--- src/rtl/calculator_pkg.sv ---
// Shared calculator definitions: memory geometry used by the blocks that
// talk to the single-port calculator memory.
package calculator_pkg;

   localparam int ADDR_W        = 8;
   localparam int MEM_WORD_SIZE = 64;

endpackage : calculator_pkg

--- src/rtl/mem_arbiter.sv ---
// Two-port arbiter in front of the single-port calculator memory.
// Port 0 is the calculator controller, port 1 the host loader/debug reader.
// Grants are round-robin. A port may lock the grant for bounded bursts.
// Read returns are tracked through a fixed-latency pipe and steered back
// to the port that issued them.
module mem_arbiter #(
   parameter int ADDR_W        = calculator_pkg::ADDR_W,
   parameter int MEM_WORD_SIZE = calculator_pkg::MEM_WORD_SIZE,
   parameter int RD_LAT        = 1,
   parameter int MAX_BURST     = 4
) (
   input  logic                     clk_i,
   input  logic                     rst_i,
   input  logic [1:0]               req_i,
   input  logic [1:0]               we_i,
   input  logic [1:0]               lock_i,
   input  logic [ADDR_W-1:0]        addr0_i,
   input  logic [ADDR_W-1:0]        addr1_i,
   input  logic [MEM_WORD_SIZE-1:0] wdata0_i,
   input  logic [MEM_WORD_SIZE-1:0] wdata1_i,
   output logic [1:0]               gnt_o,
   output logic [1:0]               rvalid_o,
   output logic [MEM_WORD_SIZE-1:0] rdata_o,
   output logic                     mem_read,
   output logic                     mem_write,
   output logic [ADDR_W-1:0]        mem_addr,
   output logic [MEM_WORD_SIZE-1:0] mem_wdata,
   input  logic [MEM_WORD_SIZE-1:0] mem_rdata
);

   localparam int               CNT_W     = $clog2(MAX_BURST + 1);
   localparam logic [CNT_W-1:0] BURST_MAX = CNT_W'(MAX_BURST);
   localparam logic [CNT_W-1:0] BURST_ONE = CNT_W'(1);

   typedef enum logic [1:0] {
      S_IDLE = 2'd0,
      S_OWN0 = 2'd1,
      S_OWN1 = 2'd2
   } state_e;

   state_e           state_q, state_d;
   logic             last_gnt_q, last_gnt_d;   // index of the most recently granted port
   logic [CNT_W-1:0] burst_q, burst_d;         // consecutive grants in the current ownership

   logic gnt_v;   // a grant is issued this cycle
   logic gnt_p;   // index of the granted port
   logic keep;    // grant is a locked continuation of the current owner
   logic own;     // current owner index (meaningful in S_OWN0/S_OWN1)
   logic other;

   logic [RD_LAT-1:0] rd_valid_q;
   logic [RD_LAT-1:0] rd_id_q;

   // Arbitration: pick this cycle's grant and derive the next ownership state
   always_comb begin
      // NOTE: every variable gets a default before the case so no path leaves
      // one unassigned; an unassigned path would infer a latch.
      state_d    = state_q;
      burst_d    = burst_q;
      last_gnt_d = last_gnt_q;
      gnt_v      = 1'b0;
      gnt_p      = 1'b0;
      keep       = 1'b0;
      own        = (state_q == S_OWN1);
      other      = ~own;

      case (state_q)
         S_IDLE: begin
            if (req_i[0] && req_i[1]) begin
               gnt_v = 1'b1;
               gnt_p = ~last_gnt_q;
            end else if (req_i[0]) begin
               gnt_v = 1'b1;
               gnt_p = 1'b0;
            end else if (req_i[1]) begin
               gnt_v = 1'b1;
               gnt_p = 1'b1;
            end
         end
         S_OWN0, S_OWN1: begin
            if (req_i[own] && lock_i[own] && ((burst_q < BURST_MAX) || !req_i[other])) begin
               gnt_v = 1'b1;
               gnt_p = own;
               keep  = 1'b1;
            end else if (req_i[other]) begin
               gnt_v = 1'b1;
               gnt_p = other;
            end else if (req_i[own]) begin
               gnt_v = 1'b1;
               gnt_p = own;
            end
         end
         default: ;
      endcase

      // Nothing is granted while reset is asserted
      if (rst_i) begin
         gnt_v = 1'b0;
      end

      if (gnt_v) begin
         state_d    = gnt_p ? S_OWN1 : S_OWN0;
         last_gnt_d = gnt_p;
         if (keep) begin
            burst_d = (burst_q == BURST_MAX) ? burst_q : burst_q + BURST_ONE;
         end else begin
            burst_d = BURST_ONE;
         end
      end else begin
         state_d = S_IDLE;
         burst_d = '0;
      end
   end

   // Command path: forward the granted port's request to the memory
   always_comb begin
      gnt_o     = {gnt_v & gnt_p, gnt_v & ~gnt_p};
      mem_write = gnt_v & (gnt_p ? we_i[1] : we_i[0]);
      mem_read  = gnt_v & ~(gnt_p ? we_i[1] : we_i[0]);
      mem_addr  = gnt_v ? (gnt_p ? addr1_i : addr0_i) : '0;
      mem_wdata = gnt_v ? (gnt_p ? wdata1_i : wdata0_i) : '0;
   end

   // Ownership state, round-robin pointer and burst counter
   always_ff @(posedge clk_i) begin
      // NOTE: sequential state uses non-blocking assignments so every flop
      // samples values from before the edge, regardless of statement order.
      if (rst_i) begin
         state_q    <= S_IDLE;
         last_gnt_q <= 1'b1;
         burst_q    <= '0;
      end else begin
         state_q    <= state_d;
         last_gnt_q <= last_gnt_d;
         burst_q    <= burst_d;
      end
   end

   // Read-return pipe: {valid, port id} shifted RD_LAT stages behind the read
   always_ff @(posedge clk_i) begin
      // NOTE: this pipe is reset even though it looks like a data delay line;
      // a stale valid bit surviving reset would raise rvalid for a dead read.
      if (rst_i) begin
         rd_valid_q <= '0;
         rd_id_q    <= '0;
      end else begin
         rd_valid_q[0] <= mem_read;
         rd_id_q[0]    <= gnt_p;
         for (int i = 1; i < RD_LAT; i++) begin
            rd_valid_q[i] <= rd_valid_q[i-1];
            rd_id_q[i]    <= rd_id_q[i-1];
         end
      end
   end

   // Steer the returning read to its issuer; data is shared by both ports
   always_comb begin
      rvalid_o = '0;
      if (!rst_i && rd_valid_q[RD_LAT-1]) begin
         rvalid_o[rd_id_q[RD_LAT-1]] = 1'b1;
      end
      rdata_o = mem_rdata;
   end

endmodule : mem_arbiter
--- config.mk ---
export PLATFORM = sky130hd
export DESIGN_NAME = mem_arbiter
export DESIGN_NICKNAME = d
export VERILOG_FILES = /design/src/rtl/calculator_pkg.sv /design/src/rtl/mem_arbiter.sv
export SDC_FILE = /design/constraint.sdc
export NUM_CORES = 1
export LEC_CHECK = 0
export ABC_AREA = 1
export ABC_CLOCK_PERIOD_IN_PS = 1900
export CAP_MARGIN = 20
export CORE_AREA = 2 2 140 142
export CTS_CLUSTER_DIAMETER = 100
export CTS_CLUSTER_SIZE = 10
export DETAILED_ROUTE_END_ITERATION = 6
export DIE_AREA = 0 0 142 144
export MAX_ROUTING_LAYER = met4
export PLACE_DENSITY = 0.48
export SETUP_SLACK_MARGIN = 0.1
export SYNTH_ARGS = -nofsm -noshare
export SYNTH_HDL_FRONTEND = slang
export SYNTH_SLANG_ARGS = --single-unit
--- constraint.sdc ---
create_clock -name clk_i -period 1.9 [get_ports clk_i]
set_input_delay 0.38 -clock clk_i [delete_from_list [all_inputs] [get_ports clk_i]]
set_output_delay 0.38 -clock clk_i [all_outputs]
set_load 0.03 [all_outputs]
# [Yosys cells after proc, flatten, opt, wreduce, memory -nomap -nowiden]
# Cells that the tools add are included.
[word_totals] ff_bits=8 in_bits=216 out_inout_bits=142 elab_cells=71
[classes] add_sub_neg=1 n_lt_le_gt_ge=5 n_eq_ne=4 n_mux=33 n_bitwise=10 reduce_logical=12
[op_table] operator="$mux W64" count=2
[op_table] operator="$mux W1" count=24
[op_table] operator="$mux W8" count=2
[op_table] operator="$lt A1 B2 Y1 const B" count=3
[op_table] operator="$not A1 Y1" count=6
[op_table] operator="$logic_and A1 B1 Y1" count=5
[op_table] operator="$and A1 B1 Y1" count=4
[op_table] operator="$mux W2" count=2
[op_table] operator="$pmux W1 S2" count=2
[op_table] operator="$reduce_or A2 Y1" count=2
[op_table] operator="$add A3 B1 Y3 const B" count=1
[op_table] operator="$eq A3 B3 Y1 const B" count=1
[op_table] operator="$lt A3 B3 Y1 const B" count=1
[op_table] operator="$reduce_or A3 Y1" count=1
[op_table] operator="$eq A2 B1 Y1 const B" count=1
[op_table] operator="$eq A2 B2 Y1 const B" count=1
[op_table] operator="$logic_not A1 Y1" count=2
[op_table] operator="$logic_not A2 Y1" count=1
[op_table] operator="$ne A2 B2 Y1 const B" count=1
[op_table] operator="$demux W1 S1" count=1
[op_table] operator="$ge A1 B1 Y1 const B" count=1
[op_table] operator="$logic_or A1 B1 Y1" count=1

# [Logic depth before layout (Yosys ltp)]
# Gate-level depths: netlist of run 1.
[depth] depth_word=12 ltp_mapped=15 mapped_depth_nobuf=14

# [Least setup slack after synthesis of run 1]
# No wires, ideal clock.
[synth_path] kind="flip-flop to output port" startpoint="register state_q[1]" endpoint="output mem_wdata[44]" arrival_ps=1949 required_ps=1520 setup_slack_ps=-429 stages_incl_launch_ff=10 path_buffers=1 path_cell_list="dfxtp_1 > inv_1 > ha_1 > o22ai_1 > nor3_1 > inv_1 > nor2_4 > buf_2 > nand2_1 > nand2_1"
[synth_between] elab_chain_len=10 word_cells_on_any_way=26 cone_classes="eq/ne: 2; mux: 17; bitwise: 1; reduce/logical: 6"
[synth_rtl] item="start: declaration" line_no="mem_arbiter.sv:41" text="state_e state_q, state_d;"
[synth_rtl] item="start signal: assignment" line_no="mem_arbiter.sv:133" text="state_q <= state_d;"
[synth_rtl] item="$eq A2 B2 Y1" line_no="mem_arbiter.sv:64, mem_arbiter.sv:67"
[synth_rtl] item="$mux W1 (implied by the code) (2 in series)" line_no="mem_arbiter.sv:81, mem_arbiter.sv:85"
[synth_rtl] item="$logic_not A1 Y1" line_no="mem_arbiter.sv:81" text="if (req_i[own] && lock_i[own] && ((burst_q < BURST_MAX) || !req_i[other])) begin"
[synth_rtl] item="$logic_or A1 B1 Y1" line_no="mem_arbiter.sv:81"
[synth_rtl] item="$logic_and A1 B1 Y1" line_no="mem_arbiter.sv:81"
[synth_rtl] item="$mux W1" line_no="mem_arbiter.sv:81"
[synth_rtl] item="$pmux W1 S2" line_no="mem_arbiter.sv:67" text="case (state_q)"
[synth_rtl] item="$mux W64 / $mux W1 (equally long branches)" line_no="mem_arbiter.sv:121, mem_arbiter.sv:97"
[synth_rtl] item="$mux W64 *" line_no="mem_arbiter.sv:121" text="mem_wdata = gnt_v ? (gnt_p ? wdata1_i : wdata0_i) : '0;"
[synth_rtl] item="end: declaration" line_no="mem_arbiter.sv:27" text="output logic [MEM_WORD_SIZE-1:0] mem_wdata,"
# Mark *: on every way between the ends. The rest lies on a longest branch, timed or not. The select of a mux whose other input is x is not followed.

# [Worst setup path in the final report of run 1]
[layout_path] startpoint="register state_q[0]" endpoint="output mem_wdata[8]"
# The elaborated chain is that of the path after synthesis.

==> results of run 1 <==
[power groups by stage]
stage	Clock [mW]	Sequential, mW	Combinational [mW]
floorplan	0	0.260	3.01
global placement	0	0.266	4.54
detailed placement	0	0.268	4.53
CTS	0.372	0.265	6.02
global route	0.387	0.271	6.97
finish	0.363	0.263	6.54
[sequential cells by signal (all words and copies together), names as in the netlist]
signal,cells
burst_q,3
state_q,2
last_gnt_q,1
rd_id_q,1
rd_valid_q,1
[worst paths after layout]
kind,startpoint,depth (start not counted),to,slack [ps]
max reg2reg,state_q[0],17,rd_valid_q,-240
max,state_q[0],17,mem_wdata[8],-710
min reg2reg,burst_q[1],2,burst_q[1],520
min,burst_q[1],2,burst_q[1],520
[critical path: stages, from the launching register on]
cell and delay, ps:
dfxtp_2 330, inv_4 80, ha_4 170, inv_4 40, nand2_2 50, nand2_2 60, nor2_4 120, nand2_1 60
nand2_1 60, nand3_2 80, nand2_4 110, nand2_4 80, nor2_8 140, buf_12 180, clkbuf_16 190, nand2_2 70
nand2_4 60, buf_6 120
[final cells by class]
| cell class | count | area (µm²) |
|---|---|---|
| fillers | 1992 | 13300 |
| multi-input cells | 272 | 1970 |
| well taps | 238 | 298 |
| flip-flops and latches | 8 | 165 |
| clock buffers | 4 | 78.8 |
| repair buffers | 283 | 3240 |
| inverters | 19 | 76.3 |
| diodes | 1 | 2.50 |
[layer usage]
layer / global-route usage [%] / up-vias / routed length, µm
li1: - / 1492 / -
met1: 12.2 / 1304 / 4820
met2: 17.8 / 167 / 5990
met3: 3.91 / 42 / 1220
met4: 4.00 / 0 / 382
met5: - / - / 0
[logic make-up (layout without fill, tap and decap cells)]
| group | count (synthesis) | count (layout) | synth area share, % |
|---|---|---|---|
| AND/OR/NAND/NOR | 257 | 257 | 51.4 |
| flip-flops | 8 | 8 | 8.12 |
| buffers and inverters | 97 | 306 | 33.7 |
| other | 0 | 1 | 0 |
| XOR/XNOR | 2 | 2 | 0.888 |
| adder cells (fa/ha/maj) | 6 | 6 | 3.80 |
| AO/OA/AOI/OAI | 7 | 7 | 2.09 |
[repair_timing]
item	4_1_cts	5_1_grt
cloned	10	4
endpoints found under the setup margin	79	81
pin swaps	17	31
gates resized for setup	117	116
setup buffers	15	5
[placed cells by master (no fill, tap or decap), drive strengths merged]
master | Yosys | layout
nor2 | 11 | 11
buf | 78 | 129
o211ai | 2 | 2
o21ai | 2 | 2
nand2 | 237 | 237
nor3 | 1 | 1
o22ai | 1 | 1
clkbuf | 0 | 7
nand3 | 7 | 7
clkdlybuf4s50 | 0 | 146
dlygate4sd2 | 0 | 5
xnor2 | 1 | 1
diode | 0 | 1
dfxtp | 8 | 8
a21oi | 2 | 2
inv | 19 | 19
nand4 | 1 | 1
xor2 | 1 | 1
ha | 6 | 6
==> results by group, run 1 <==
Timing
  • Hold Slack: 516 ps
  • Slew headroom: 81.0%
  • Clock period minus worst slack: 2610 ps
  • Post-Route Setup TNS: -50,080 ps
  • Clk_skew: 5.46 ps
  • Slew Viols, Final: 0
  • Post-route setup slack: -714 ps
  • RSZ-0062 raised after global routing: true
  • Fin crit share: 138%
  • Worst Tran Pin Value: 284 ps
  • Fmax: 0.383 GHz
  • Final setup violation count: 77
  • Fin. Hold Viols: 0

Synthesis
  • Part of the Yosys area used for sequential elements: 8.12%
  • Mapped cell area: 0.00197 mm²
  • Synth async-reset ratio: 0%
  • Yosys cell types: 23
  • Top cell type's share of synthesized area: 44.7%
  • Post-synth EDFFs: 0
  • Largest cells by area after synthesis: nand2_1 45%, buf_4 24%, dfxtp_1 8.1%
  • Syn Nets: 599
  • Most frequent cell after synthesis: nand2_1
  • Avg Inst Size Synth: 5.23 µm²
  • Synth top cells by count: 235 x nand2_1, 64 x buf_4, 18 x inv_1, 8 x dfxtp_1, 8 x nor2_1
  • Mapped Cells: 377
  • Synthesis-stage register bit count: 8
  • Top FF cell, synth: dfxtp_1
  • Top cell type by total area after synthesis: nand2_1
  • Ys Warns: 0

Setup path
  • Critical Path AT: 2230 ps
  • Crit path kind: reg -> out
  • Required time worst endpoint: 1520 ps
  • CP Capture Type: output port
  • Crit Path Max Fanout: 8
  • Startpoint Class: register

Finish
  • Fraction of layout cells with a size suffix above 1: 52.4%
  • Design area: 0.00583 mm²
  • Area growth syn-to-layout: 195%
  • Nets@finish: 809
  • Post-layout util: 30.5%
  • Layout Cells excl Fill: 825

Floorplanning
  • Die area: 0.0204 mm²
  • # IOs: 358
  • Num rows: 51
  • Starting Density: 10.3%
  • Die width: 142 µm
  • Core Area: 0.0191 mm²
  • Die height: 144 µm

Place
  • DP Area: 0.00440 mm²
  • RD Place Congestion: 0.774
  • Port Buffers: 229
  • Dpl cells: 787
  • Hpwl dp: 8090 µm
  • Pre-CTS setup slack: -818 ps

Clock tree
  • Clock-pin slew on the worst setup and hold paths: 40 ps
  • Hold_buf cts: 0
  • Root buffer selected by CTS: clkbuf_16
  • CTS max path bufs: 2
  • CTS tree: yes
  • H-tree levels: 1
  • Worst skew pair latency: 230 ps
  • CTS Buf Count: 3
  • CTS Sinks: 8

Pwr
  • Internal power: 3.65 mW
  • Clock Power Share: 5.1%
  • Seq pwr share: 3.7%
  • Peak supply drop: 391 µV
  • Logic pwr share: 91.3%
  • Pwr Total: 7.16 mW
  • Power Density: 1230 mW/mm²
  • Leakage: 2.87 nW
  • Psw: 3.51 mW
  • Switch share: 49.0%

Routing
  • DRC Markers: 0
  • Routed length per instance: 15.0 µm
  • Via count: 3,005
  • DRT antenna net count: 0
  • DR pass1 iterations: 4
  • First DRT Iteration DRCs: 60
  • DRT Wirelength: 12,400 µm
  • Vias/cell: 3.64

Run status
  • Outcome: finished with violations
  • Failing checks: negative setup slack

Global routing
  • Global-route wire length before repair: 16,500 µm
  • Initial antenna violation count: 0
  • Gr usage total: 10.9%
  • Pin count of the biggest net entering global routing: 22
  • Vias in the first global route: 2,980
  • Gr ovfl total: 0

Min path
  • Hold WC Path Type: reg -> reg

Job
  • Max-Cap Viols: 0
No activity file was read; power rests on OpenSTA's default activity.
==> run 2: changes to the inputs <==
==> constraint.sdc (replaced) <==
create_clock -name clk_i -period 1.9 [get_ports clk_i]
set_input_delay 0.38 -clock clk_i [delete_from_list [all_inputs] [get_ports clk_i]]
set_output_delay 0.38 -clock clk_i [all_outputs]
set_load 0.05 [all_outputs]
==> run 2 against run 1 <==
The run still ends with negative setup slack left. Routed wire length increased by 3.8%. Clock skew decreased by 1.8 ps. Sequential share of layout area decreased by 0.49 points. Critical path type unchanged. Largest power group unchanged.
==> results by group, run 2 (synthesis results as in run 1) <==
Floorplanning
  • Starting Density: 10.3% (unchanged)
  • Die width: 142 µm (unchanged)
  • Num rows: 51 (unchanged)
  • # IOs: 358 (unchanged)
  • Core Area: 0.0191 mm² (unchanged)
  • Die height: 144 µm (unchanged)
  • Die area: 0.0204 mm² (unchanged)

Routing
  • Routed length per instance: 15.5 µm (+3.0%)
  • Met1 wire length: 4690 µm (-2.8%)
  • DR WL met3: 903 µm (-26%)
  • Via count: 3,091 (+2.9%)
  • DRT Wirelength: 12,900 µm (+3.8%)
  • First DRT Iteration DRCs: 52 (-13%)
  • DR pass1 iterations: 4 (unchanged)
  • Max Used Layer: met4
  • Met2 routed WL: 6920 µm (+16%)
  • DRT antenna net count: 0 (unchanged)
  • DRC Markers: 0 (unchanged)
  • Vias/cell: 3.72 (+2.1%)

Timing
  • Fin. Hold Viols: 0 (unchanged)
  • Slew Viols, Final: 0 (unchanged)
  • Clk_skew: 3.70 ps (-1.76 ps)
  • Worst Tran Pin Value: 298 ps (+13.1 ps)
  • Post-Route Setup TNS: -56,540 ps (-6460 ps)
  • Hold Slack: 491 ps (-25.4 ps)
  • Fin crit share: 142% (+4.2 points)
  • Final setup violation count: 77 (unchanged)
  • Fmax: 0.371 GHz (-2.9%)
  • RSZ-0062 raised after global routing: true
  • Post-route setup slack: -793 ps (-79.0 ps)
  • Clock period minus worst slack: 2690 ps (+79.0 ps)
  • Slew headroom: 80.1% (-0.88 points)

Pwr
  • Clock Power Share: 3.6% (-1.5 points)
  • Peak supply drop: 596 µV (+53%)
  • Power Density: 1420 mW/mm² (+16%)
  • Seq pwr share: 2.7% (-1.0 points)
  • Leakage: 3.24 nW (+13%)
  • Internal power: 5.10 mW (+40%)
  • Switch share: 49.7% (+0.72 points)
  • Psw: 5.04 mW (+44%)
  • Logic pwr share: 93.7% (+2.4 points)
  • Pwr Total: 10.1 mW (+42%)

Global routing
  • Initial antenna violation count: 0 (unchanged)
  • Global-route wire length before repair: 16,200 µm (-2.1%)
  • Vias in the first global route: 2,907 (-2.4%)
  • Gr ovfl total: 0 (unchanged)
  • Gr usage total: 10.7% (-0.21 points)
  • Pin count of the biggest net entering global routing: 36 (+64%)

Clock tree
  • Worst skew pair latency: 230 ps (about the same)
  • Root buffer selected by CTS: clkbuf_16
  • Hold_buf cts: 0 (unchanged)
  • CTS Sinks: 8 (unchanged)
  • H-tree levels: 1 (unchanged)
  • CTS Buf Count: 3 (unchanged)
  • Clock-pin slew on the worst setup and hold paths: 40 ps (about the same)
  • CTS max path bufs: 2 (unchanged)
  • CTS tree: yes

Finish
  • Register area: 168 µm² (+1.5%)
  • Most frequent cells in the layout: 146 x clkdlybuf4s50_1, 129 x nand2_4, 90 x buf_12
  • Filler cells: 1,894 (-4.9%)
  • Most common cell after layout, fill and taps aside: clkdlybuf4s50_1
  • Nets@finish: 816 (+0.87%)
  • Top flop regs: burst_q x3, state_q x2
  • Antenna diodes: 0 (-1)
  • Layout Cells excl Fill: 831 (+0.73%)
  • Reg with most FFs: burst_q
  • Fraction of layout cells with a size suffix above 1: 60.0% (+7.6 points)
  • Max reg flops: 3 (unchanged)
  • Area growth syn-to-layout: 262%
  • Multi-input logic area: 0.00256 mm² (+30%)

Min path
  • Hold WC Path Type: reg -> reg

Setup path
  • R2R depth: 18 (+1)
  • Crit path kind: reg -> out
  • RR Endpoint: rd_valid_q
  • Critical Path AT: 2310 ps (+80 ps)
  • Crit path from: state_q[0]
  • R2R Setup Slk: -120 ps (+120 ps)
  • Crit Path Max Fanout: 6 (-2)
  • CP Capture Type: output port
  • Required time worst endpoint: 1520 ps (about the same)
  • Setup crit end: mem_wdata[4]
  • Worst r2r src: state_q[0]
  • Startpoint Class: register

Run status
  • Failing checks: negative setup slack
  • Outcome: finished with violations

Place
  • Hpwl dp: 8920 µm (+10%)
  • Dpl cells: 791 (+0.51%)
  • Port Buffers: 229 (unchanged)
  • RD Place Congestion: 0.742 (-4.2%)

Job
  • Max-Cap Viols: 0 (unchanged)
[run 2: cell types whose count changed in the layout (fill, tap and decap cells not counted), sizes merged]
cell	delta
buf	+3
diode	-1
clkbuf	+4
[run 2: stage by stage]
| stage | instance area [µm²] | setup WS (ps) | utilization [%] |
|---|---|---|---|
| floorplan | 2790 | -435 | - |
| global placement | 5770 | -814 | 30.2 |
| detailed placement | 5770 | -847 | 30.2 |
| CTS | 6320 | -773 | 33.1 |
| global route | 7140 | -917 | 37.4 |
| finish | 7140 | -793 | 37.4 |
[run 2: what timing repair did]
item                       CTS  global route
setup endpoints to repair   79            81
buffers inserted            14            11
pin swaps                    8            47
hold endpoints to repair     0             0
cloned                       6            10
resized for setup           66           141
[run 2: how the worst min path moves through the flow]
stage / from / endpoint / slack, ps / depth (start not counted)
floorplan: rst_i / state_q[1] / 440 / 1
global placement: burst_q[1] / burst_q[1] / 480 / 2
detailed placement: burst_q[1] / burst_q[1] / 490 / 2
CTS: burst_q[1] / burst_q[1] / 490 / 2
global route: burst_q[1] / burst_q[1] / 520 / 2
finish: burst_q[1] / burst_q[1] / 490 / 2
[run 2: metal layers]
layer | global-route usage (%) | vias up
met4 | 3.79 | 0
li1 | - | 1504
met1 | 11.7 | 1384
met5 | - | -
met2 | 18.9 | 164
met3 | 2.42 | 39
[run 2: area by class of cell]
class | count | share of cell area (%)
clock buffers | 4 | 1.10
inverters | 19 | 1.10
multi-input cells | 272 | 35.9
flip-flops and latches | 8 | 2.35
well taps | 238 | 4.17
repair buffers | 290 | 55.4
[run 2: power groups by stage]
stage | clock network (mW) | registers (mW) | logic, mW
finish | 0.363 | 0.274 | 9.51
global route | 0.389 | 0.279 | 9.94
CTS | 0.376 | 0.268 | 8.52
detailed placement | 0 | 0.270 | 7.70
global placement | 0 | 0.267 | 7.68
floorplan | 0 | 0.260 | 4.54
[run 2: worst max-delay path, stage by stage (launching register included)]
cell and delay (ps):
dfxtp_4 350, inv_6 70, ha_4 160, inv_4 40, nand2_2 50, nand2_2 60, nor2_4 130, nand2_1 80
nand2_2 80, nand3_4 90, nand2_4 90, nand2_4 70, nor2_8 120, buf_12 120, buf_12 130, clkbuf_16 160
nand2_2 70, nand2_4 60, buf_12 130
